[src/rtl/dpe_input_arbiter_if.sv]
// dpe_pkg / dpe_if
// Purpose: shared DPE address map and the AXI-Stream interface used between
//          DPE stages.
// Interface ports:
//   clk, rst        - clock and synchronous active-high reset of the stream
//   m_axis modport  - producer side: drives tvalid/tdata/tkeep/tlast/tuser_*,
//                     receives tready
//   s_axis modport  - consumer side: mirror of m_axis

package dpe_pkg;
    localparam int ADDR_W = 3;
    typedef logic [ADDR_W-1:0] dpe_addr_t;

    localparam dpe_addr_t DPE_ADDR_CPU   = 3'd6;
    localparam dpe_addr_t DPE_ADDR_ETH_1 = 3'd1;
    localparam dpe_addr_t DPE_ADDR_ETH_2 = 3'd2;
    localparam dpe_addr_t DPE_ADDR_ETH_3 = 3'd3;
    localparam dpe_addr_t DPE_ADDR_ETH_4 = 3'd4;
endpackage

interface dpe_if #(
    parameter int DATA_W = 128
) (
    input logic clk,
    input logic rst
);
    logic                    tvalid;
    logic                    tready;
    logic [DATA_W-1:0]       tdata;
    logic [DATA_W/8-1:0]     tkeep;
    logic                    tlast;
    logic                    tuser_bypass_all;
    logic                    tuser_bypass_stage;
    dpe_pkg::dpe_addr_t      tuser_src;
    dpe_pkg::dpe_addr_t      tuser_dst;

    modport m_axis (
        input  clk, rst, tready,
        output tvalid, tdata, tkeep, tlast,
               tuser_bypass_all, tuser_bypass_stage, tuser_src, tuser_dst
    );

    modport s_axis (
        input  clk, rst, tvalid, tdata, tkeep, tlast,
               tuser_bypass_all, tuser_bypass_stage, tuser_src, tuser_dst,
        output tready
    );
endinterface

[src/rtl/dpe_input_arbiter.sv]
// dpe_input_arbiter
// Purpose: packet-atomic round-robin merge of N_PORTS ingress streams into one
//          dpe_if stream. tuser_src is stamped with the source port address;
//          all other sideband is passed through. Packets never interleave.
// Ports:
//   clk, rst              - clock, synchronous active-high reset
//   s_tvalid / s_tready   - per-port beat handshake
//   s_tdata / s_tkeep     - per-port data and byte enables
//   s_tlast               - per-port end of packet
//   s_tuser_bypass_all    - per-port bypass flags
//   s_tuser_bypass_stage
//   s_tuser_dst           - per-port requested destination
//   outp                  - merged output stream (registered, 2-entry skid)
//
// state | meaning
// IDLE  | no grant held; arbitrate among requesting ports
// LOCK  | port gnt_q owns the output until its tlast beat is accepted

module dpe_input_arbiter #(
    parameter int N_PORTS = 5,
    parameter int DATA_W  = 128
) (
    input  logic                                       clk,
    input  logic                                       rst,
    input  logic [N_PORTS-1:0]                         s_tvalid,
    output logic [N_PORTS-1:0]                         s_tready,
    input  logic [N_PORTS-1:0][DATA_W-1:0]             s_tdata,
    input  logic [N_PORTS-1:0][DATA_W/8-1:0]           s_tkeep,
    input  logic [N_PORTS-1:0]                         s_tlast,
    input  logic [N_PORTS-1:0]                         s_tuser_bypass_all,
    input  logic [N_PORTS-1:0]                         s_tuser_bypass_stage,
    input  logic [N_PORTS-1:0][dpe_pkg::ADDR_W-1:0]    s_tuser_dst,
    dpe_if.m_axis                                      outp
);

    localparam int IDX_W = (N_PORTS > 1) ? $clog2(N_PORTS) : 1;

    typedef enum logic {
        IDLE,
        LOCK
    } state_t;

    typedef struct packed {
        logic [DATA_W-1:0]   data;
        logic [DATA_W/8-1:0] keep;
        logic                last;
        logic                bypass_all;
        logic                bypass_stage;
        dpe_pkg::dpe_addr_t  src;
        dpe_pkg::dpe_addr_t  dst;
    } beat_t;

    // Returns {found, index} of the first requester after 'last', wrapping.
    // Scanning from the farthest candidate down lets the nearest one win.
    function automatic logic [IDX_W:0] rr_pick(input logic [N_PORTS-1:0] req,
                                               input logic [IDX_W-1:0]   last);
        logic [IDX_W:0] res;
        int             idx;
        res = '0;
        for (int i = N_PORTS; i >= 1; i--) begin
            idx = (int'(last) + i) % N_PORTS;
            if (req[idx]) begin
                res = {1'b1, IDX_W'(idx)};
            end
        end
        return res;
    endfunction

    function automatic dpe_pkg::dpe_addr_t port_addr(input logic [IDX_W-1:0] idx);
        case (int'(idx))
            1:       return dpe_pkg::DPE_ADDR_ETH_1;
            2:       return dpe_pkg::DPE_ADDR_ETH_2;
            3:       return dpe_pkg::DPE_ADDR_ETH_3;
            4:       return dpe_pkg::DPE_ADDR_ETH_4;
            default: return dpe_pkg::DPE_ADDR_CPU;
        endcase
    endfunction

    state_t           state_q, state_d;
    logic [IDX_W-1:0] gnt_q, gnt_d;
    logic [IDX_W-1:0] last_q, last_d;
    logic [1:0]       count_q, count_d;
    logic             out_vld_q, out_vld_d;
    beat_t            head_q, head_d;
    beat_t            skid_q, skid_d;

    logic [IDX_W:0]   pick;
    logic             full;
    logic             accept;
    logic             pop;
    beat_t            in_beat;

    always_comb begin
        state_d  = state_q;
        gnt_d    = gnt_q;
        last_d   = last_q;
        s_tready = '0;
        full     = (count_q == 2'd2);
        accept   = 1'b0;
        pick     = rr_pick(s_tvalid, last_q);

        in_beat.data         = s_tdata[gnt_q];
        in_beat.keep         = s_tkeep[gnt_q];
        in_beat.last         = s_tlast[gnt_q];
        in_beat.bypass_all   = s_tuser_bypass_all[gnt_q];
        in_beat.bypass_stage = s_tuser_bypass_stage[gnt_q];
        in_beat.src          = port_addr(gnt_q);
        in_beat.dst          = s_tuser_dst[gnt_q];

        case (state_q)
            IDLE: begin
                if (pick[IDX_W]) begin
                    state_d = LOCK;
                    gnt_d   = pick[IDX_W-1:0];
                    last_d  = pick[IDX_W-1:0];
                end
            end
            LOCK: begin
                s_tready[gnt_q] = ~full;
                accept          = s_tvalid[gnt_q] & ~full;
                if (accept & s_tlast[gnt_q]) begin
                    state_d = IDLE;
                end
            end
            default: state_d = IDLE;
        endcase

        pop = out_vld_q & outp.tready;

        // head_q is the beat on outp; skid_q holds the second entry.
        head_d  = head_q;
        skid_d  = skid_q;
        count_d = count_q;
        case ({accept, pop})
            2'b10: begin
                if (count_q == 2'd0) begin
                    head_d = in_beat;
                end else begin
                    skid_d = in_beat;
                end
                count_d = count_q + 2'd1;
            end
            2'b01: begin
                head_d  = skid_q;
                count_d = count_q - 2'd1;
            end
            // accept is blocked when full, so here exactly one entry is held
            // and it leaves as the new beat replaces it.
            2'b11: begin
                head_d = in_beat;
            end
            default: ;
        endcase
        out_vld_d = (count_d != 2'd0);
    end

    always_ff @(posedge clk) begin
        if (rst) begin
            state_q   <= IDLE;
            gnt_q     <= '0;
            last_q    <= IDX_W'(N_PORTS - 1);
            count_q   <= 2'd0;
            out_vld_q <= 1'b0;
        end else begin
            state_q   <= state_d;
            gnt_q     <= gnt_d;
            last_q    <= last_d;
            count_q   <= count_d;
            out_vld_q <= out_vld_d;
        end
        head_q <= head_d;
        skid_q <= skid_d;
    end

    assign outp.tvalid             = out_vld_q;
    assign outp.tdata              = head_q.data;
    assign outp.tkeep              = head_q.keep;
    assign outp.tlast              = head_q.last;
    assign outp.tuser_bypass_all   = head_q.bypass_all;
    assign outp.tuser_bypass_stage = head_q.bypass_stage;
    assign outp.tuser_src          = head_q.src;
    assign outp.tuser_dst          = head_q.dst;

endmodule

[src/flat_wrapper.sv]
// flat-port wrapper written by rule: the top's interface ports become plain ports
module dpe_input_arbiter_flat 
#(
    parameter int N_PORTS = 5,
    parameter int DATA_W  = 128
)
  (clk, rst, s_tvalid, s_tready, s_tdata, s_tkeep, s_tlast, s_tuser_bypass_all, s_tuser_bypass_stage, s_tuser_dst, outp_tready, outp_tvalid, outp_tdata, outp_tkeep, outp_tlast, outp_tuser_bypass_all, outp_tuser_bypass_stage, outp_tuser_src, outp_tuser_dst);
  dpe_if #(.DATA_W(DATA_W)) outp_i (.clk(clk), .rst(rst));
  input  logic clk;
  input  logic rst;
  input  logic [N_PORTS-1:0] s_tvalid;
  output logic [N_PORTS-1:0] s_tready;
  input  logic [N_PORTS-1:0][DATA_W-1:0] s_tdata;
  input  logic [N_PORTS-1:0][DATA_W/8-1:0] s_tkeep;
  input  logic [N_PORTS-1:0] s_tlast;
  input  logic [N_PORTS-1:0] s_tuser_bypass_all;
  input  logic [N_PORTS-1:0] s_tuser_bypass_stage;
  input  logic [N_PORTS-1:0][dpe_pkg::ADDR_W-1:0] s_tuser_dst;
  input wire logic [$bits(outp_i.tready)-1:0] outp_tready;
  output wire logic [$bits(outp_i.tvalid)-1:0] outp_tvalid;
  output wire logic [$bits(outp_i.tdata)-1:0] outp_tdata;
  output wire logic [$bits(outp_i.tkeep)-1:0] outp_tkeep;
  output wire logic [$bits(outp_i.tlast)-1:0] outp_tlast;
  output wire logic [$bits(outp_i.tuser_bypass_all)-1:0] outp_tuser_bypass_all;
  output wire logic [$bits(outp_i.tuser_bypass_stage)-1:0] outp_tuser_bypass_stage;
  output wire logic [$bits(outp_i.tuser_src)-1:0] outp_tuser_src;
  output wire logic [$bits(outp_i.tuser_dst)-1:0] outp_tuser_dst;
  assign outp_i.tready = outp_tready;
  assign outp_tvalid = outp_i.tvalid;
  assign outp_tdata = outp_i.tdata;
  assign outp_tkeep = outp_i.tkeep;
  assign outp_tlast = outp_i.tlast;
  assign outp_tuser_bypass_all = outp_i.tuser_bypass_all;
  assign outp_tuser_bypass_stage = outp_i.tuser_bypass_stage;
  assign outp_tuser_src = outp_i.tuser_src;
  assign outp_tuser_dst = outp_i.tuser_dst;
  dpe_input_arbiter #(.N_PORTS(N_PORTS), .DATA_W(DATA_W)) u_core (.clk(clk), .rst(rst), .s_tvalid(s_tvalid), .s_tready(s_tready), .s_tdata(s_tdata), .s_tkeep(s_tkeep), .s_tlast(s_tlast), .s_tuser_bypass_all(s_tuser_bypass_all), .s_tuser_bypass_stage(s_tuser_bypass_stage), .s_tuser_dst(s_tuser_dst), .outp(outp_i));
endmodule
[config.mk]
export PLATFORM = sky130hd
export DESIGN_NAME = dpe_input_arbiter_flat
export DESIGN_NICKNAME = d
export VERILOG_FILES = /design/src/rtl/dpe_input_arbiter_if.sv /design/src/rtl/dpe_input_arbiter.sv /design/src/flat_wrapper.sv
export SDC_FILE = /design/constraint.sdc
export NUM_CORES = 1
export LEC_CHECK = 0
export ABC_AREA = 1
export BUFFER_PORTS_ARGS = -buffer_cell sky130_fd_sc_hd__buf_2
export CORE_AREA = 2 2 361 363
export DETAILED_ROUTE_END_ITERATION = 16
export DIE_AREA = 0 0 363 365
export REMOVE_ABC_BUFFERS = 1
export SYNTH_ARGS = -nofsm -noshare
export SYNTH_HDL_FRONTEND = slang
export SYNTH_SLANG_ARGS = --single-unit
[constraint.sdc]
create_clock -name clk -period 21.4 [get_ports clk]
set_clock_uncertainty 0.1 [all_clocks]
set_input_delay 3.21 -clock clk [delete_from_list [all_inputs] [get_ports clk]]
set_output_delay 3.21 -clock clk [all_outputs]
set_load 0.005 [all_outputs]
== Word-level counts from Yosys, hierarchy flattened ==
Index checks and enable logic that the tools add are counted.

* $add $sub $neg: 7
* Bitwise operators: 7
* Order comparisons: 7
* Equality and inequality tests: 9
* Mux-type cells: 45
* Div/mod/pow operators: 5
* Reductions and logical operators: 7

{| class="wikitable"
|+ Operators with widths
! cell !! count
|-
| one-hot mux 153 bit (3 select lines) || 1
|-
| binary-select mux 128 bit (select 3 bit) || 1
|-
| less-than comparator 32 x 5 -> 1 bit, second input constant || 5
|-
| modulo 32 x 4 -> 32 bit, second input constant || 5
|-
| two-way mux 153 bit || 1
|-
| two-way mux 128 bit || 1
|-
| binary-select mux 16 bit (select 3 bit) || 1
|-
| binary-select mux 1 bit (select 3 bit) || 9
|-
| two-way mux 4 bit || 5
|-
| two-way mux 1 bit || 18
|-
| two-way mux 16 bit || 1
|-
| one-hot mux 3 bit (4 select lines) || 1
|-
| binary-select mux 3 bit (select 3 bit) || 1
|-
| adder 3 x 2 -> 4 bit, second input constant || 2
|-
| adder 3 x 3 -> 4 bit, second input constant || 2
|-
| == test 2 bit, second input constant || 3
|-
| == test 3 x 2 -> 1 bit, second input constant || 2
|-
| AND reduction 2 bit || 3
|-
| bitwise AND 5 bit || 1
|-
| two-way mux 5 bit || 1
|-
| adder 3 x 1 -> 4 bit, second input constant || 1
|-
| less-than comparator 3 x 4 -> 1 bit, second input constant || 1
|-
| one-hot mux 2 bit (2 select lines) || 1
|-
| bitwise AND 1 bit || 3
|-
| 15 further kinds || 17
|}

* Bits in registers: 316
* Bits of input ports: 758
* Output and inout port bits: 159
* Word-level logic and storage cells: 106

== Longest topological paths before layout ==
Gate-level depths: netlist of run 1.

* Word-level depth: 12
* Gate-level depth with buffers: 32
* Depth with buffers taken out: 29

== Worst setup path after synthesis of run 1 ==
No wires, ideal clock.

* Kind: input port to flip-flop
* From: in s_tvalid[0]
* To: reg u_core.head_q (netlist bit u_core.outp.tdata[0]), enable pin
* Required time: 19.812 ns
* Buffers on the path: 0
* Slack: 4.965 ns
* Data arrival time: 14.847 ns
* Setup time: 1.488 ns
* Stages on the path: 9
* Cell sequence: inv_1 > o22ai_1 > a21oi_1 > o211ai_1 > o21ai_0 > nor2_1 > ha_1 > o21a_1 > nor2_1

* Longest elaborated chain between the ends: 7

{| class="wikitable"
|+ Ends and longest elaborated chain
! element !! line !! source
|-
| from (decl) || flat_wrapper.sv:11 || <nowiki>input logic [N_PORTS-1:0] s_tvalid;</nowiki>
|-
| binary-select mux 1 bit (select 3 bit) * || dpe_input_arbiter.sv:120 || <nowiki>accept = s_tvalid[gnt_q] & ~full;</nowiki>
|-
| two-way mux 1 bit (implied by the code) * || dpe_input_arbiter.sv:120 ||
|-
| bitwise AND 1 bit * || dpe_input_arbiter.sv:120 ||
|-
| two-way mux 1 bit * || dpe_input_arbiter.sv:110 || <nowiki>case (state_q)</nowiki>
|-
| == test 2 bit or == test 2 x 1 -> 1 bit (tied branches) || dpe_input_arbiter.sv:134 || <nowiki>case ({accept, pop})</nowiki>
|-
| inequality test 2 x 1 -> 1 bit (no line) or nonzero test 3 bit (tied branches) || -- ||
|-
| AND reduction 2 bit (no line) * || -- ||
|-
| to (signal assigned) || dpe_input_arbiter.sv:171 || <nowiki>head_q <= head_d;</nowiki>
|-
| to (decl) || dpe_input_arbiter.sv:84 || <nowiki>beat_t head_q, head_d;</nowiki>
|}

Every way passes the cells marked *; elsewhere a longest branch is shown, timed or not. The select of a mux whose other input is x is not followed.
A chain may end at the register's enable or synchronous reset.

== Worst setup path in the final report of run 1 ==
* From: in s_tvalid[0]
* To: reg u_core.head_q (netlist bit u_core.outp.tdata[2]), enable pin

The elaborated chain is that of the path after synthesis.

==> qor.yml, run 1 <==
ant_nets: 0
drive_above_1_share_pct: 36.4
netlist_area_um2: 17600
relSlewSlack_pct: 34.5
cts.htree.levels: 2
place_congestion: 0.881
cellPowerDensity_nw_per_um2: 148
synth_xor_area_share_pct: 0.298
setup_violations: 0
syn_avg_cell_area_um2: 8.77
cts_setup_buffers: 0
muxShareOfSynthArea_pct: 0
multi_input_area_um2: 7590
ctsHoldBuffers: 0
drtIter0Drc: 1336
reg2reg_depth: 16
finalHoldViolCount: 0
p_leak_nw: 11.2
grt_max_degree: 151
boundaryPins: 917
fin_util_pct: 19.7
die_x_um: 363
hp-start: "u_core.skid_q[137]"
io_buffers: 916
final_cell_mix: "buf_2, nand2_1, edfxtp_1"
die_h_um: 365
cts_sinks: 314
place_hpwl_um: 70100
r2r_end: "u_core.outp.tdata[2]"
ys_seq_elements: 314
clockRootBuffer: "clkbuf_16"
worst_ep_required_time_ns: 21.51
grt_pass1_vias: 17000
yosys.area_share.simple_pct: 26.4
drt_pass1_iterations: 7
path_cells: "buf_2 > inv_1 > o22ai_1 > a21oi_1 > o211ai_1 > o21ai_0 > nor2_1 > ha_1 > o21a_4 > buf_4 > nor2_4 > buf_4 > buf_4"
yosys.area_share.adder_pct: 2.45
seq_area_frac_synth_pct: 53.0
routed_via_density: 4.08
netlist_instances: 2011
cts_tree: "done"
r2r_slack_ns: 16.06
clk_pin_slew_ns: 0.06
clock_path_buffers: 3
startpoint_type: "input port"
coreArea_um2: 129000
r2r_start: "u_core.last_q[1]"
synth_edf_count: 306
ir_drop_mv: 0.0626
cts_resized: 0
dieArea_um2: 132000
synthArstFlopShare_pct: 0
numCtsBuffers: 38
synth_compound_area_share_pct: 13.6
worstSetupPathType: "input port to register"
drc_errors: 0
crit_slowest_cell: "buf_4"
worstHoldPathType: "register to register"
synth_cell_types: 45
holdPathEnd: "u_core.outp.tdata[112]"
antenna_found_initial: 48
synth_top_family_by_area: "simple AND/OR/NAND/NOR gates"
period_minus_slack_ns: 6.47
grt_overflow: 0
cp-end-kind: "register"
synth_top_flop_cell: "edfxtp_1"
start_util_pct: 13.7
worst_pin_slew_ns: 0.982
hold_path_depth: 2
dr_total_vias: 18700
slowest_delay_ns: 0.67
layout.nets: 3652
wire_per_inst_um: 19.5
ys_warn_count: 0
finalSetupTns_ns: 0
seq_area_um2: 9350
num_rows: 132
max_cap_violations: 0
status: "complete, no violations"
clk_latency_ns: 0.57
rsz0062_at_grt: "no"
grt_pass1_wl_um: 119000
nFillCells: 14400
clock.fmax_ghz: 0.154
slew_violations: 0
track_usage_pct: 12.5
worstPathArrival_ns: 6.58
crit_fanout: 54
drt_wl_total_um: 89400
area_delta_synth_final_pct: 43.4
layout_commonest_cell: "buf_2"
post-route-period-util_pct: 30.2
path_common_cell: "buf_4"
## Yosys cell counts, types with 5 or more instances
cell	instances	area share, %
a21oi_1	161	4.6
a22o_1	56	2.8
a32o_1	93	5.3
buf_1	25	0.53
buf_2	12	0.34
clkbuf_1	92	2.0
dfxtp_1	8	0.91
edfxtp_1	306	52
ha_1	33	2.3
inv_1	60	1.3
inv_2	7	0.15
nand2_1	853	18
nand2_2	12	0.43
nand2_4	6	0.38
nand3_1	192	5.4
nand4_1	6	0.21
nor2_1	33	0.70
o21ai_0	12	0.34
xor2_1	5	0.25
## where the power goes
group | internal, mW | leakage (nW) | total (mW) | switching, mW
Combinational | 0.616 | 7.69 | 1.96 | 1.35
Sequential | 1.07 | 2.91 | 1.14 | 0.0706
Clock | 0.358 | 0.581 | 0.629 | 0.271
## worst max path at each step
| stage | startpoint | to |
|---|---|---|
| 2_1_floorplan | u_core.last_q[0] | u_core.outp.tdata[0] |
| 3_3_place_gp | s_tvalid[0] | u_core.outp.tdata[81] |
| 3_5_place_dp | s_tvalid[0] | u_core.outp.tdata[81] |
| 4_1_cts | s_tvalid[0] | u_core.outp.tdata[75] |
| 5_1_grt | s_tvalid[0] | u_core.outp.tdata[6] |
| 6_report | s_tvalid[0] | u_core.outp.tdata[2] |
## registers in the layout, indices dropped and copies added (netlist names)
| name | flops |
|---|---|
| u_core.skid_q | 153 |
| u_core.outp.tdata | 128 |
| u_core.outp.tkeep | 16 |
| u_core.last_q | 3 |
| u_core.outp.tuser_dst | 3 |
| u_core.outp.tuser_src | 3 |
| u_core.count_q | 2 |
| u_core.gnt_q | 1 |
| u_core.outp.tlast | 1 |
| u_core.outp.tuser_bypass_all | 1 |
| u_core.outp.tuser_bypass_stage | 1 |
| u_core.outp.tvalid | 1 |
| u_core.state_q | 1 |
## cells by family (layout without fill, tap and decap cells)
family,count (synthesis),after routing
compound gates,337,337
xor+xnor,6,6
fa+ha+maj,34,34
buf+inv,197,1073
flops,314,314
other cells,0,14
simple gates,1123,1123
## cell type report
| cell class | instances | area share [%] |
|---|---|---|
| inverters | 67 | 1.05 |
| clock buffers | 42 | 3.90 |
| clock inverters | 25 | 0.782 |
| well taps | 1675 | 8.29 |
| flip-flops and latches | 314 | 37.0 |
| diodes | 14 | 0.139 |
| multi-input cells | 1500 | 30.0 |
| repair buffers | 939 | 18.9 |
## metal layers
| layer | vias up | wire length [µm] | track usage [%] |
|---|---|---|---|
| met5 | - | 152 | 0 |
| met4 | 22 | 4090 | 5.65 |
| met3 | 199 | 8420 | 4.10 |
| met2 | 913 | 40200 | 19.9 |
| met1 | 8806 | 36500 | 15.3 |
| li1 | 8738 | - | - |
## metrics by stage
stage | instance area, µm² | instances | worst slack [ns] | power (mW) | hold slack (ns)
after floorplan | 17100 | 1881 | -0.657 | 2.34 | 0.384
after CTS | 25300 | 4562 | 14.93 | 3.79 | 0.415
after global routing | 25300 | 4569 | 14.61 | 4.03 | 0.425
final | 25300 | 4576 | 14.93 | 3.73 | 0.416
after detailed placement | 24100 | 4495 | 14.27 | 3.13 | 0.401
after global placement | 24100 | 4495 | 14.27 | 3.09 | 0.398
## worst max-delay path: cells and delay by family
kind	cells	cell delay (ns)
buffers and inverters	5	1.80
and+or+nand+nor	2	0.63
AOI/OAI and AO/OA	5	0.56
adders and majority gates	1	0.20
(Power assumes the default switching activity.)
==> run 2: changes to the inputs <==
Clock period 21.4 ns to 6.3 ns, I/O delays scaled along.
==> qor.yml, run 2 (synthesized netlist as in run 1, its figures left out) <==
status: "complete, no violations"
grt_max_degree: 102
worstHoldPathType: "register to register"
boundaryPins: 917
dieArea_um2: 132000
cts_resized: 0
period_minus_slack_ns: 4.54
rsz0062_at_grt: "no"
worstPathArrival_ns: 4.89
num_rows: 132
clock.fmax_ghz: 0.221
dr_wl_met3_um: 9120
routed_via_density: 4.08
grt_pass1_vias: 17100
grt_pass1_wl_um: 121000
antenna_found_initial: 34
numCtsBuffers: 39
drive_above_1_share_pct: 36.3
fin_util_pct: 19.8
cts_sinks: 314
coreArea_um2: 129000
relSlewSlack_pct: 30.5
clk_latency_ns: 0.57
crit_fanout: 30
worst_ep_required_time_ns: 6.66
finalSetupTns_ns: 0
area_delta_synth_final_pct: 44.5
finalHoldViolCount: 0
m1WireLength_um: 36400
layout.nets: 3657
place_congestion: 0.896
cts_setup_buffers: 0
slew_violations: 0
route.met2.wl_um: 41000
io_buffers: 916
dr.max_layer_used: "met5"
timing.hold.ws_ns: 0.409
top_register: "u_core.skid_q"
cts.htree.levels: 2
hold_path_depth: 2
drtIter0Drc: 1343
worst_pin_slew_ns: 1.04
drt_wl_total_um: 90600
final_cell_mix: "buf_2, nand2_1, edfxtp_1"
cp-end-kind: "register"
place_hpwl_um: 70700
p_leak_nw: 11.3
startpoint_type: "register"
hp-start: "u_core.skid_q[41]"
clock_path_buffers: 3
track_usage_pct: 12.7
die_x_um: 363
slowest_delay_ns: 0.89
layout_commonest_cell: "buf_2"
cts_tree: "done"
start_util_pct: 13.7
path_common_cell: "nand2_1"
worstSetupPathType: "register to register"
clk_pin_slew_ns: 0.06
drc_errors: 0
post-route-period-util_pct: 72.0
ant_nets: 0
grt_overflow: 0
dr_total_vias: 18700
setup_violations: 0
crit_slowest_cell: "dfxtp_2"
largest_register_ffs: 153
drt_pass1_iterations: 6
wire_per_inst_um: 19.8
ctsHoldBuffers: 0
clockRootBuffer: "clkbuf_16"
r2r_start: "u_core.last_q[0]"
reg2reg_depth: 26
die_h_um: 365
max_cap_violations: 0
ir_drop_mv: 0.282
cellPowerDensity_nw_per_um2: 509
critPathLaunch: "u_core.last_q[0]"
-- run 2: changes by cell type in the layout (fill, tap and decap cells not counted), moves of 2 or more --
cell,before,now
clkbuf_16,39,41
clkbuf_1,3,8
clkinv_2,12,5
clkinvlp_4,4,2
clkinv_1,4,6
diode_2,14,7
bufinv_16,2,5
buf_12,1,6
-- run 2: final timing paths --
kind,to,slack (ns)
hold / removal,u_core.outp.tdata[16],0.41
hold reg to reg,u_core.outp.tdata[16],0.41
setup reg to reg,u_core.last_q[1],1.76
setup / recovery,u_core.last_q[1],1.76
-- run 2: power by group --
part           internal [mW]  leakage (nW)  switching (mW)
logic                   2.14          7.73            4.60
registers               3.63          2.91           0.252
clock network           1.40         0.632           0.958
-- run 2: cell type report --
cell class | count | area [µm²]
diodes | 7 | 17.5
clock buffers | 49 | 1060
clock inverters | 22 | 251
fillers | 14400 | 103000
inverters | 67 | 265
multi-input cells | 1500 | 7590
flip-flops and latches | 314 | 9350
well taps | 1675 | 2100
repair buffers | 943 | 4860
-- run 2: metal layers --
layer  global-route usage, %  vias to the layer above
li1                        -                     8743
met1                    15.3                     8839
met2                    20.2                      902
met3                    4.56                      166
met4                    5.74                       14
met5                       0                        -
-- run 2: worst max-delay path, delay by kind of cell, from the launching register on --
| family | cells | cell delay (ns) |
|---|---|---|
| simple gates | 18 | 1.72 |
| fa+ha+maj | 3 | 0.94 |
| flops | 1 | 0.89 |
| buf+inv | 3 | 0.48 |
| xor+xnor | 1 | 0.29 |
| compound gates | 1 | 0.03 |
-- run 2: stage by stage --
step | instance area, µm² | power, mW | std cells | worst slack (ns)
after floorplan | 17100 | 7.96 | 1881 | -15.76
after global placement | 24200 | 10.5 | 4499 | 1.96
after detailed placement | 24200 | 10.7 | 4499 | 1.82
after CTS | 25500 | 13.1 | 4570 | 1.80
after global routing | 25500 | 14.0 | 4574 | 1.40
final | 25500 | 13.0 | 4577 | 1.76
==> run 3: changes to the inputs <==
Clock period 6.3 ns to 4.5 ns, I/O delays scaled along.
==> qor.yml, run 3 (synthesized netlist as in run 1, its figures left out) <==
cts.htree.levels: 2
timing.hold.ws_ns: 0.245
place_congestion: 0.886
worstSetupPathType: "register to register"
place_hpwl_um: 69400
boundaryPins: 917
finalHoldViolCount: 0
grt_pass1_vias: 17200
antenna_found_initial: 41
routed_via_density: 4.09
fin_total_pwr_mw: 18.3
fin_cells: 4584
dieArea_um2: 132000
met2_usage_pct: 20.2
layout.nets: 3660
p_leak_nw: 11.3
clk_latency_ns: 0.58
final_cell_mix: "buf_2, nand2_1, edfxtp_1"
clock_path_buffers: 3
grt_max_degree: 150
grt-busiest-layer: "met2"
met1_usage_pct: 14.7
clock.fmax_ghz: 0.238
cp-end-kind: "register"
relSlewSlack_pct: 12.7
cts_setup_buffers: 0
preCtsSetupSlack_ns: 0.385
setup_violations: 0
fin_util_pct: 20.0
largest_register_ffs: 153
drtIter0Drc: 1365
cts_sinks: 314
fin_ws_ns: 0.303
worstPathArrival_ns: 4.60
drt_pass1_iterations: 5
period_minus_slack_ns: 4.20
drt_wl_total_um: 90500
area_delta_synth_final_pct: 45.6
io_buffers: 916
max_cap_violations: 0
drc_errors: 0
ant_nets: 0
ctsHoldBuffers: 0
status: "complete, no violations"
dr_total_vias: 18800
worst_ep_required_time_ns: 4.90
rsz0062_at_grt: "no"
numCtsBuffers: 41
ir_drop_mv: 0.697
die_x_um: 363
worst_pin_slew_ns: 1.31
grt_pass1_wl_um: 121000
num_rows: 132
wire_per_inst_um: 19.7
startpoint_type: "register"
worstHoldPathType: "input port to register"
post-route-period-util_pct: 93.3
cts_tree: "done"
clockRootBuffer: "clkbuf_16"
coreArea_um2: 129000
start_util_pct: 13.7
grt_overflow: 0
crit_fanout: 9
top_register: "u_core.skid_q"
track_usage_pct: 12.7
clk_pin_slew_ns: 0.05
dp_cells: 4500
layout_commonest_cell: "buf_2"
die_h_um: 365
grt_util_met3_pct: 5.31
cellPowerDensity_nw_per_um2: 714
cts_resized: 0
drive_above_1_share_pct: 36.5
slew_violations: 0
[run 3: power by group]
group	internal, mW	total (mW)	switching (mW)
clock	2.09	3.47	1.38
sequential	5.09	5.40	0.313
combinational	3.05	9.47	6.42
total	10.2	18.3	8.11
[run 3: final cells by class]
class                   instances  area (µm²)
diodes                          9        22.5
flip-flops and latches        314        9350
clock buffers                  47        1090
multi-input cells            1500        7590
well taps                    1675        2100
fillers                     14300      103000
inverters                      67         265
repair buffers                944        4960
clock inverters                28         313
[run 3: stage by stage]
| step | area (µm²) | TNS, ns |
|---|---|---|
| 3_5_place_dp | 24300 | 0 |
| 6_report | 25700 | 0 |
| 2_1_floorplan | 17100 | -6173.47 |
| 3_3_place_gp | 24300 | 0 |
| 4_1_cts | 25700 | 0 |
| 5_1_grt | 25700 | 0 |
[run 3: critical path: stages (launching register included)]
cell and delay (ns):
dfxtp_1 0.57, ha_1 0.37, inv_1 0.14, nand2_4 0.11, nand2_4 0.09, ha_1 0.20
nor2_1 0.17, nand2_4 0.09, nand2_2 0.10, xor2_1 0.29, ha_1 0.23, inv_1 0.05
or2_2 0.30, nand3_4 0.12, nand3_2 0.11, nand2_1 0.13, nand2_1 0.06, nand3_1 0.07
nand2_1 0.05, nand2_1 0.08, nand2_2 0.10, nor2_2 0.14, nand2_2 0.10, nand2_4 0.11
nand2_1 0.06, a21oi_1 0.16
[run 3: routing by layer]
layer / vias to the layer above / part of all wire [%] / wire length, µm
met3: 200 / 11 / 9790
met5: - / 0.25 / 225
li1: 8739 / - / -
met2: 931 / 45 / 40900
met1: 8865 / 39 / 34900
met4: 34 / 5.1 / 4590
[run 3: final timing paths]
path                           end               from  depth (start not counted)  slack (ns)
max reg2reg        u_core.gnt_q[2]   u_core.last_q[1]                         25        0.30
min reg2reg  u_core.outp.tdata[70]  u_core.skid_q[95]                          2        0.42
max                u_core.gnt_q[2]   u_core.last_q[1]                         25        0.30
min               u_core.last_q[0]                rst                          2        0.24
